==> config.mk <==
export PLATFORM = sky130hd
export DESIGN_NAME = rob_commit_ctrl
export DESIGN_NICKNAME = d
export VERILOG_FILES = /design/src/rtl/rob_commit_ctrl.sv
export SDC_FILE = /design/constraint.sdc
export NUM_CORES = 1
export LEC_CHECK = 0
export ABC_AREA = 0
export BUFFER_PORTS_ARGS = -buffer_cell sky130_fd_sc_hd__buf_2
export CELL_PAD_IN_SITES_DETAIL_PLACEMENT = 1
export CELL_PAD_IN_SITES_GLOBAL_PLACEMENT = 2
export CORE_MARGIN = 4
export CORE_UTILIZATION = 18
export DETAILED_ROUTE_END_ITERATION = 12
export GPL_TIMING_DRIVEN = 1
export HOLD_SLACK_MARGIN = 0.05
export PLACE_DENSITY_LB_ADDON = 0.1
export SYNTH_ARGS = -nofsm -noshare
export SYNTH_HDL_FRONTEND = slang
export SYNTH_SLANG_ARGS = --single-unit
==> constraint.sdc <==
create_clock -name clock -period 3.55 [get_ports clock]
set_input_delay 0 -clock clock [delete_from_list [all_inputs] [get_ports clock]]
set_output_delay 0 -clock clock [all_outputs]
set_load 0.01 [all_outputs]
==> src/rtl/rob_commit_ctrl.sv <==
// rob_commit_ctrl: in-order retirement sequencer for the reorder buffer.
// Each cycle it looks at the EXT_COUNT head slots and decides how many retire.
// It drives ROB consume, register-file writes and store commit.
// After a mispredicted branch and its delay slot retire, it raises flush
// and then holds retirement off for FLUSH_CYCLES dead cycles.
module rob_commit_ctrl #(
  parameter int DEPTH        = 16,
  parameter int EXT_COUNT    = 4,
  parameter int FLUSH_CYCLES = 2,
  parameter int DEPTHLOG2    = $clog2(DEPTH),
  parameter int EXTCOUNTLOG2 = $clog2(EXT_COUNT)
) (
  input  logic                      clock,
  input  logic                      reset,
  input  logic [DEPTHLOG2-1:0]      rob_ext_ptr,
  input  logic [DEPTHLOG2:0]        rob_used_count,
  input  logic [EXT_COUNT-1:0]      slot_valid,
  input  logic [EXT_COUNT-1:0]      slot_dest_valid,
  input  logic [5*EXT_COUNT-1:0]    slot_dest_reg,
  input  logic [32*EXT_COUNT-1:0]   slot_result,
  input  logic [EXT_COUNT-1:0]      slot_is_store,
  input  logic [EXT_COUNT-1:0]      slot_mispredict,
  input  logic                      store_ready,
  output logic                      consume,
  output logic [EXTCOUNTLOG2-1:0]   consume_count,
  output logic [EXT_COUNT-1:0]      rf_we,
  output logic [5*EXT_COUNT-1:0]    rf_waddr,
  output logic [32*EXT_COUNT-1:0]   rf_wdata,
  output logic                      store_commit,
  output logic                      flush,
  output logic [DEPTHLOG2-1:0]      flush_idx,
  output logic                      in_flush,
  output logic [31:0]               retired_total,
  output logic [15:0]               flush_total
);

  // n ranges 0..EXT_COUNT, so it needs one bit more than consume_count.
  localparam int NW    = EXTCOUNTLOG2 + 1;
  localparam int WAITW = ($clog2(FLUSH_CYCLES) > 3) ? $clog2(FLUSH_CYCLES) : 3;

  typedef enum logic {
    RUN,
    FLUSH_WAIT
  } state_t;

  state_t                 state_q, state_d;
  logic [WAITW-1:0]       wait_q, wait_d;
  logic [31:0]            retired_q;
  logic [15:0]            flushes_q;

  logic [EXT_COUNT-1:0]   lane_ok;
  logic [EXT_COUNT-1:0]   retire_mask;
  logic [NW-1:0]          n;
  logic                   has_store;
  logic                   do_flush;
  logic                   stop;
  logic                   store_seen;
  logic                   pair_store_ok;

  // Count leading retirable lanes, applying the store and mispredict cut-offs.
  always_comb begin
    n             = '0;
    has_store     = 1'b0;
    do_flush      = 1'b0;
    stop          = 1'b0;
    store_seen    = 1'b0;
    lane_ok       = '0;
    for (int i = 0; i < EXT_COUNT; i++) begin
      lane_ok[i] = (i < int'(rob_used_count)) && slot_valid[i];
    end
    pair_store_ok = !(slot_is_store[0] && slot_is_store[1]) &&
                    (store_ready || !(slot_is_store[0] || slot_is_store[1]));
    if (state_q == RUN) begin
      if (slot_mispredict[0]) begin
        // The branch only leaves together with its delay slot.
        if (lane_ok[0] && lane_ok[1] && pair_store_ok) begin
          n         = NW'(2);
          do_flush  = 1'b1;
          has_store = slot_is_store[0] | slot_is_store[1];
        end
      end else begin
        for (int i = 0; i < EXT_COUNT; i++) begin
          if (!stop) begin
            if (!lane_ok[i] || slot_mispredict[i]) begin
              stop = 1'b1;
            end else if (slot_is_store[i] && (store_seen || !store_ready)) begin
              stop = 1'b1;
            end else begin
              n = n + NW'(1);
              if (slot_is_store[i]) begin
                store_seen = 1'b1;
                has_store  = 1'b1;
              end
            end
          end
        end
      end
    end
  end

  // Turn the retire count into a per-lane mask.
  always_comb begin
    retire_mask = '0;
    for (int i = 0; i < EXT_COUNT; i++) begin
      retire_mask[i] = (i < int'(n));
    end
  end

  // Next-state logic: enter the wait after a flush, count down, then resume.
  always_comb begin
    state_d = state_q;
    wait_d  = wait_q;
    case (state_q)
      RUN: begin
        if (do_flush) begin
          state_d = FLUSH_WAIT;
          wait_d  = WAITW'(FLUSH_CYCLES - 1);
        end
      end
      FLUSH_WAIT: begin
        if (wait_q == '0) begin
          state_d = RUN;
        end else begin
          wait_d = wait_q - WAITW'(1);
        end
      end
      default: begin
        state_d = RUN;
        wait_d  = '0;
      end
    endcase
  end

  // State register and wait counter.
  always_ff @(posedge clock or posedge reset) begin
    if (reset) begin
      state_q <= RUN;
      wait_q  <= '0;
    end else begin
      state_q <= state_d;
      wait_q  <= wait_d;
    end
  end

  // Retired-instruction and flush statistics; both wrap naturally.
  always_ff @(posedge clock or posedge reset) begin
    if (reset) begin
      retired_q <= '0;
      flushes_q <= '0;
    end else begin
      if (n != '0) begin
        retired_q <= retired_q + 32'(n);
      end
      if (do_flush) begin
        flushes_q <= flushes_q + 16'd1;
      end
    end
  end

  // Outputs are zero-latency and all held low while reset is asserted.
  always_comb begin
    consume       = !reset && (n != '0);
    consume_count = (reset || n == '0) ? '0 : EXTCOUNTLOG2'(n - NW'(1));
    rf_we         = reset ? '0 : (retire_mask & slot_dest_valid & ~slot_is_store);
    rf_waddr      = reset ? '0 : slot_dest_reg;
    rf_wdata      = reset ? '0 : slot_result;
    store_commit  = !reset && has_store;
    flush         = !reset && do_flush;
    flush_idx     = (!reset && do_flush) ? rob_ext_ptr : '0;
    in_flush      = !reset && (state_q == FLUSH_WAIT);
    retired_total = reset ? '0 : retired_q;
    flush_total   = reset ? '0 : flushes_q;
  end

endmodule
* After elaboration in Yosys (flattened, before gate mapping)
Cells that the tools add are included.
Storage, ports and cells: flip-flop bits (word level) 52, latch bits 0, memory bits (writable) 0, memory bits (read-only) 0, output and inout port bits 210, word-level logic and storage cells 146, memories kept 0
Operators by class: $add $sub $neg 7, multipliers 0, div/mod/pow operators 0, magnitude comparators 8, eq/ne operators 2, shifts and indexed selects 0, mux-type cells 82, bitwise operators 5, reductions and logical operators 38
Operator list (number):
- 2-to-1 mux 128 bit | 1
- 2-to-1 mux 3 bit | 19
- 2-to-1 mux 1 bit | 53
- adder 32 x 3 -> 32 bit | 1
- 2-to-1 mux 32 bit | 1
- 2-to-1 mux 20 bit | 1
- adder 16 x 1 -> 16 bit (second input constant) | 1
- logical AND 1 bit | 16
- 2-to-1 mux 16 bit | 1
- logical OR 1 bit | 10
- < comparator 1 x 5 -> 1 bit (first input constant) | 2
- < comparator 2 x 5 -> 1 bit (first input constant) | 2
- adder 3 x 1 -> 3 bit (second input constant) | 3
- bitwise AND 4 bit | 2
- zero test 1 bit | 8
- 2-to-1 mux 4 bit | 2
- zero test 3 bit | 2
- < comparator 1 x 3 -> 1 bit (first input constant) | 2
- < comparator 2 x 3 -> 1 bit (first input constant) | 2
- case mux 3 bit (2 select lines) | 1
- 2-to-1 mux 2 bit | 2
- inequality test 2 bit (second input constant) | 2
- NOT 4 bit | 1
- nonzero test 3 bit | 1
- 6 further kinds | 6

* Longest topological paths before layout
Gate-level depths: netlist of the first run.
word-level depth 32, mapped depth 23, depth with buffers taken out 22

* Worst setup path before layout of the first run
OpenSTA, ideal clock, no wires.
kind input -> register, from input port rob_used_count[3], to register retired_q[22], library setup time 0.122 ns, arrival time 4.075 ns, slack -0.648 ns, cell stages on the path 21, buffers on the path 1, cells stage by stage or3_4 > o221a_2 > ha_1 > o31a_1 > ha_1 > inv_1 > o21ai_0 > ha_1 > nor3b_1 > a211o_1 > a311oi_1 > nor2_1 > nand2_1 > inv_1 > ha_1 > a21o_1 > nand2_1 > or2_1 > buf_2 > or3_4 > xnor2_2
On the way: word-level cells in the longest chain between the ends 29
Ends and longest elaborated chain:
- start, declared | line 16 | input logic [DEPTHLOG2:0] rob_used_count,
- branches (longest 26 deep; another with < comparator 1 x 5 -> 1 bit)
- 2-to-1 mux 3 bit * | line 74 | if (slot_mispredict[0]) begin
- 2-to-1 mux 3 bit * | line 73 | if (state_q == RUN) begin
- adder 32 x 3 -> 32 bit / nonzero test 3 bit (equally long branches) | line 152, 151
- end signal, assigned | line 152 | retired_q <= retired_q + 32'(n);
- end, declared | line 48 | logic [31:0] retired_q;
Mark *: on every way between the ends. The select of a mux whose other input is x is not followed. A chain may end at the register's enable or synchronous reset.

* Worst setup path after layout of the first run
from input port rob_used_count[4], to register retired_q[22]
The elaborated chain is that of the path after synthesis.

==> results.py, run 1 <==
metrics = {
    "placed_design": {
        "port_buffers": 385,
        "routabilityCongestion": 0.916,
        "hpwl_mm": 24.9,
        "dpl.cell_count": 1214,
    },
    "logic_synthesis": {
        "synth-edff-count": 0,
        "ys_ff_latch": 52,
        "syn_avg_cell_area_um2": 8.34,
        "synth_top_area_frac": 0.309,
        "yosysTopAreaCell": "dfrtp_1",
        "synth_area_leaders": "dfrtp_1, nor2b_1, xnor2_1",
        "yosysWarnings": 0,
        "synth.distinct_cells": 52,
        "ys.flop_type": "dfrtp_1",
        "synth_cells": 505,
        "ys_seq_area_frac": 0.309,
        "synthArstFlopShare": 1.00,
        "synth_area_mm2": 0.00421,
        "synth_common_cells": "nor2b_1, dfrtp_1, xnor2_1, nand2_1, clkbuf_1",
        "synth.most_common_cell": "nor2b_1",
        "syn-num-nets": 692,
    },
    "status": {
        "failed_checks": "negative setup slack",
        "status": "finished with violations",
    },
    "run": {
        "cap_violations": 0,
    },
    "clocking": {
        "cts_buffer_depth": 2,
        "cts_made_buffers": 5,
        "path_clk_slew_ns": 0.07,
        "tritoncts": "yes",
        "clock_sinks": 52,
        "clock-root-buffer": "clkbuf_16",
        "clkLatencyLatePin_ns": 0.29,
        "cts_hold_buf": 0,
        "h-tree-depth": 2,
    },
    "final_layout": {
        "n_fill_cell": 2831,
        "synthToLayoutAreaGrowth_pct": 72.3,
        "final_util": 0.318,
        "drive_gt1_frac": 0.529,
        "fin_cells": 1245,
        "final_nets": 1106,
    },
    "setup_path": {
        "critical_path.most_common_cell": "buf_4",
        "critPathTopFamily": "simple AND/OR/NAND/NOR gates",
        "cp-start-kind": "primary input",
        "critPathKind": "in2reg",
        "end_kind": "flop",
        "worst_ep_required_time_ns": 3.73,
        "path_cells": "buf_8, or3_4, o211ai_1, a21oi_2, buf_4, buf_4, buf_4, buf_4, a211o_1, xnor2_1, ha_2, nor3b_2, a211o_1, a311oi_2, nor2_1, nand2_1, inv_2, ha_4, a21o_1, nand2_2, or2_4, or3_4, xnor2_2",
        "arrival_ns": 4.17,
        "slowest_delay_ns": 0.40,
        "worstPathBufferInverterCount": 6,
        "slowest_stage": "or3_4",
        "critPathMaxFanout": 4,
    },
    "power_and_ir_drop": {
        "p_leak_nw": 4.01,
        "clkPwrFrac": 0.282,
        "power_frac_seq": 0.364,
        "netSwitchingPower_mw": 0.619,
        "ir_worst_vdd_mv": 0.178,
        "p_per_area_mw_per_mm2": 265,
        "swShare": 0.322,
        "p_int_mw": 1.30,
        "combPwrFrac": 0.354,
    },
    "global_routing": {
        "busiest_layer": "met2",
        "grtUsageMet3": 0.107,
        "grt_pass1_wl_mm": 39.0,
        "grt_pass1_vias": 5430,
        "met1_usage": 0.253,
        "grt_max_degree": 125,
        "grt_util_all_layers": 0.205,
        "overflow": 0,
        "grtUsageMet2": 0.319,
        "antenna_found_initial": 29,
    },
    "floorplanning": {
        "rows": 55,
        "die_area_mm2": 0.0259,
        "coreArea_mm2": 0.0228,
        "die_w_um": 161,
        "pin_count": 386,
        "die_h_um": 161,
        "start_util": 0.184,
    },
    "timing": {
        "finalHoldViolCount": 0,
        "timing.final.max_slew_violations": 0,
        "rsz0062_at_grt": "true",
        "setup_slack_ns": -0.437,
        "setup_tns_ns": -8.11,
        "tightest_slew_ns": 0.691,
        "finalSetupViolCount": 30,
        "fmax_mhz": 251,
        "relSlewSlack": 0.540,
        "skew_ns": 0.00680,
        "min_period_over_period": 1.12,
        "post-route-min-period_ns": 3.99,
    },
    "drt": {
        "drt_wl_total_mm": 28.2,
        "initialDrtViolationCount": 195,
        "viasPerCell": 4.17,
        "ant_nets": 0,
        "vias": 5194,
        "drtPass1Iterations": 4,
        "drc": 0,
        "wl_per_cell_um": 22.7,
    },
    "worst_hold_path": {
        "hp-class": "in2async",
    },
}
## state kept, by name, summed over array words and instances, names as in the netlist
name and count:
retired_q 32, flushes_q 16, wait_q 3, state_q 1
## layout make-up
cell class,count,area (um2),area share
Antenna cell,12,30.0,0.00414
Clock buffer,6,129,0.0178
Clock inverter,2,35.0,0.00483
Inverter,16,60.1,0.00827
Multi-Input combinational cell,408,2940,0.404
Sequential cell,52,1300,0.179
Tap cell,313,392,0.0539
Timing Repair Buffer,436,2380,0.327
## repair_timing
action                                 in CTS  in global routing
setup buffers                               9                  5
setup endpoints to repair                  32                 37
endpoints found under the hold margin       0                  0
gates resized for setup                    22                 28
pin swaps                                  23                 21
## stage by stage
| step | setup slack (ns) | hold slack, ns | cell area (um2) | total power, mW |
|---|---|---|---|---|
| floorplan | -0.556 | 0.0507 | 4260 | 1.02 |
| global placement | -0.649 | 0.303 | 6770 | 1.34 |
| detailed placement | -0.782 | 0.305 | 6770 | 1.38 |
| CTS | -0.282 | 0.264 | 7100 | 1.94 |
| global route | -0.616 | 0.301 | 7240 | 2.04 |
| finish | -0.437 | 0.257 | 7260 | 1.92 |
## worst paths after layout
kind	end	start	cells after the start	slack, ns
worst max-delay path	retired_q[22]	rob_used_count[4]	23	-0.44
worst min-delay path	flushes_q[1]	reset	3	0.26
min in group clock	flushes_q[0]	slot_valid[0]	5	0.27
worst min register to register	retired_q[31]	retired_q[31]	1	0.47
worst max register to register	retired_q[16]	state_q	11	0.95
max in group asynchronous	retired_q[8]	reset	3	2.85
## cell families (layout without fill, tap and decap cells)
| group | after synthesis | count (layout) | share of synthesized area |
|---|---|---|---|
| AOI/OAI and AO/OA | 35 | 35 | 0.0641 |
| xor gates and xnor gates | 46 | 46 | 0.0974 |
| adders and majority gates | 12 | 12 | 0.0368 |
| buffers and inverters | 45 | 460 | 0.0410 |
| DFF | 52 | 52 | 0.309 |
| muxes | 5 | 5 | 0.0134 |
| other | 0 | 12 | 0 |
| and+or+nand+nor | 310 | 310 | 0.439 |
## power groups by stage
stage                     combinational, mW  clock [mW]  sequential [mW]
after floorplan                       0.330           0            0.691
after global placement                0.637           0            0.706
after detailed placement              0.665           0            0.710
after CTS                             0.682       0.562            0.700
after global routing                  0.747       0.589            0.708
final                                 0.680       0.542            0.699
## layer usage
metal / vias to the layer above / wire length, um
met5: - / 133
met1: 2434 / 11200
met4: 24 / 476
met3: 42 / 3660
met2: 214 / 12700
li1: 2480 / -
## cells in the final DEF (no fill, tap or decap), types with 3 or more instances in the layout
cell	instances
buf_6	10
o21ai_2	4
and4_1	4
nand4_1	9
buf_4	43
mux2_2	3
buf_2	381
nand2b_1	3
nor3b_2	3
nor3_1	3
nand3_2	3
and2_1	3
nor2_4	4
ha_1	8
nand2_1	27
inv_2	3
nor3_4	3
inv_1	13
nand3_1	7
clkbuf_16	5
dfrtp_1	52
diode_2	12
nor2_1	10
xor2_1	9
xnor2_1	35
a21oi_1	7
nor2b_1	198
and3_1	17
## worst register-to-register path: stages, from the launching register on
cell     delay, ns
dfrtp_1       0.52
nor2_1        0.13
and2_1        0.15
mux2_2        0.30
ha_1          0.23
fa_1          0.41
a21o_1        0.20
nand2_2       0.08
or2_4         0.12
buf_6         0.14
nor3_4        0.05
xor2_1        0.15
Power figures use the tool's default switching activity.
==> inputs of run 2 (changes only) <==
CELL_PAD_IN_SITES_DETAIL_PLACEMENT = not set   (was 1)
CELL_PAD_IN_SITES_GLOBAL_PLACEMENT = not set   (was 2)
CORE_AREA = 4 4 147 149   (was not set)
CORE_MARGIN = not set   (was 4)
CORE_UTILIZATION = not set   (was 18)
DIE_AREA = 0 0 151 153   (was not set)
PLACE_DENSITY_LB_ADDON = not set   (was 0.1)
==> run 2 against run 1 <==
  * The run still ends with negative setup slack left
  * Sequential cell count stayed put
  * Non-clock buffer count stayed put
  * Count of clock-buffer cells in the layout is 1 higher
  * Maximum frequency is 3.5% higher
  * Critical endpoint unchanged
  * Largest cell class unchanged
  * Highest routed layer unchanged
==> results.py, run 2 (synthesized netlist as in run 1, its figures left out) <==
metrics = {
    "timing": {
        "tightest_slew_ns": 0.995,
        "post-route-min-period_ns": 3.85,
        "fmax_mhz": 260,
        "setup_slack_ns": -0.302,
        "setup_tns_ns": -4.57,
        "min_period_over_period": 1.08,
        "hold_slack_ns": 0.300,
        "finalSetupViolCount": 27,
        "timing.final.max_slew_violations": 0,
        "skew_ns": 0.00680,
        "rsz0062_at_grt": "true",
        "finalHoldViolCount": 0,
        "relSlewSlack": 0.337,
    },
    "drt": {
        "drtPass1Iterations": 4,
        "drt_wl_total_mm": 24.5,
        "initialDrtViolationCount": 207,
        "wl_per_cell_um": 20.4,
        "drc": 0,
        "viasPerCell": 4.28,
        "ant_nets": 0,
        "vias": 5144,
    },
    "final_layout": {
        "final_nets": 1106,
        "n_fill_cell": 2190,
        "multiInputGateArea_mm2": 0.00294,
        "fin_area_mm2": 0.00719,
        "largest_reg_flops": 32,
        "layout_common_cells": "buf_2, nor2b_1, dfrtp_1",
        "synthToLayoutAreaGrowth_pct": 70.7,
        "drive_gt1_frac": 0.532,
        "top_regs": "retired_q x32, flushes_q x16, wait_q x3",
        "seqCellArea_mm2": 0.00130,
        "largest-register": "retired_q",
        "layout_commonest_cell": "buf_2",
    },
    "global_routing": {
        "antenna_found_initial": 48,
        "grt_pass1_wl_mm": 33.7,
        "grt_pass1_vias": 5031,
        "grt_util_all_layers": 0.200,
        "grt_max_degree": 138,
        "overflow": 0,
    },
    "clocking": {
        "cts_made_buffers": 5,
        "clock-root-buffer": "clkbuf_16",
        "clkLatencyLatePin_ns": 0.29,
        "cts_buffer_depth": 2,
        "tritoncts": "yes",
        "h-tree-depth": 2,
        "clock_sinks": 52,
        "path_clk_slew_ns": 0.06,
    },
    "run": {
        "cap_violations": 0,
    },
    "floorplanning": {
        "die_h_um": 153,
        "die_area_mm2": 0.0231,
        "pin_count": 386,
        "start_util": 0.209,
        "rows": 52,
        "die_w_um": 151,
        "coreArea_mm2": 0.0202,
    },
    "setup_path": {
        "critPathTopFamily": "simple AND/OR/NAND/NOR gates",
        "critPathMaxFanout": 4,
        "end_kind": "flop",
        "arrival_ns": 4.02,
        "worstPathBufferInverterCount": 4,
        "slowest_delay_ns": 0.41,
        "slowest_stage": "or3_4",
        "cp-start-kind": "primary input",
        "critPathKind": "in2reg",
        "path_cells": "buf_6, or3_4, o211ai_1, a21oi_2, inv_1, ha_1, o31a_1, ha_1, inv_2, o21ai_2, ha_2, nor3b_4, a211o_1, a311oi_2, nor2_1, nand2_1, inv_2, ha_4, a21o_1, nand2_2, or2_4, or3_4, xnor2_2",
        "worst_ep_required_time_ns": 3.72,
    },
    "status": {
        "failed_checks": "negative setup slack",
        "status": "finished with violations",
    },
    "placed_design": {
        "routabilityCongestion": 0.866,
        "port_buffers": 385,
        "hpwl_mm": 21.4,
        "placed_area_mm2": 0.00672,
        "place_ws_ns": -0.737,
    },
    "power_and_ir_drop": {
        "p_per_area_mw_per_mm2": 257,
        "ir_worst_vdd_mv": 0.254,
        "p_leak_nw": 3.96,
    },
    "worst_hold_path": {
        "hp-class": "in2out",
    },
}
-- run 2: metal layers --
metal / part of all wire / GRT usage / wire length, um / up-vias
met3: 0.18 / 0.164 / 4330 / 75
met1: 0.39 / 0.231 / 9460 / 2303
met5: 0.010 / 0 / 254 / -
met4: 0.021 / 0.0466 / 519 / 42
met2: 0.41 / 0.285 / 9970 / 242
li1: - / - / - / 2482
-- run 2: worst reg2reg max path: cells and delay by family, from the launching register on --
family / cells / cell delay (ns)
simple gates: 7 / 2.10
xor+xnor: 1 / 0.14
flops: 1 / 0.47
-- run 2: worst paths after layout --
path	start	to	slack [ns]	cells past startpoint
worst max-delay path	rob_used_count[3]	retired_q[22]	-0.30	23
worst min-delay path	slot_result[52]	rf_wdata[52]	0.30	3
worst max register to register	retired_q[4]	retired_q[31]	0.75	8
worst min register to register	retired_q[31]	retired_q[31]	0.47	1
max in group asynchronous	reset	retired_q[12]	2.73	3
min in group asynchronous	reset	flushes_q[7]	0.38	3
-- run 2: repair_timing --
action                     4_1_cts  5_1_grt
hold buffers                     0        0
setup endpoints to repair       32       35
gates resized for setup         27       23
pin swaps                       17       11
setup buffers                    9        2
-- run 2: report_power, final --
part	leakage (nW)	internal, mW	switching, mW
registers	0.714	0.645	0.0502
clock network	0.0702	0.281	0.206
logic	3.18	0.334	0.332
total	3.96	1.26	0.589
-- run 2: through the flow --
stage | util | power (mW) | instances
4_1_cts | 0.349 | 1.86 | 1189
3_5_place_dp | 0.333 | 1.34 | 1173
3_3_place_gp | 0.333 | 1.33 | 1173
5_1_grt | 0.356 | 1.98 | 1197
2_1_floorplan | - | 1.02 | 505
6_report | 0.357 | 1.85 | 1202
-- run 2: final cells by class --
cell class / instances / area share
Inverter: 16 / 0.00835
Clock inverter: 1 / 0.00104
Clock buffer: 7 / 0.0198
Multi-Input combinational cell: 408 / 0.409
Timing Repair Buffer: 436 / 0.329
Antenna cell: 12 / 0.00418
Tap cell: 270 / 0.0470
Sequential cell: 52 / 0.181
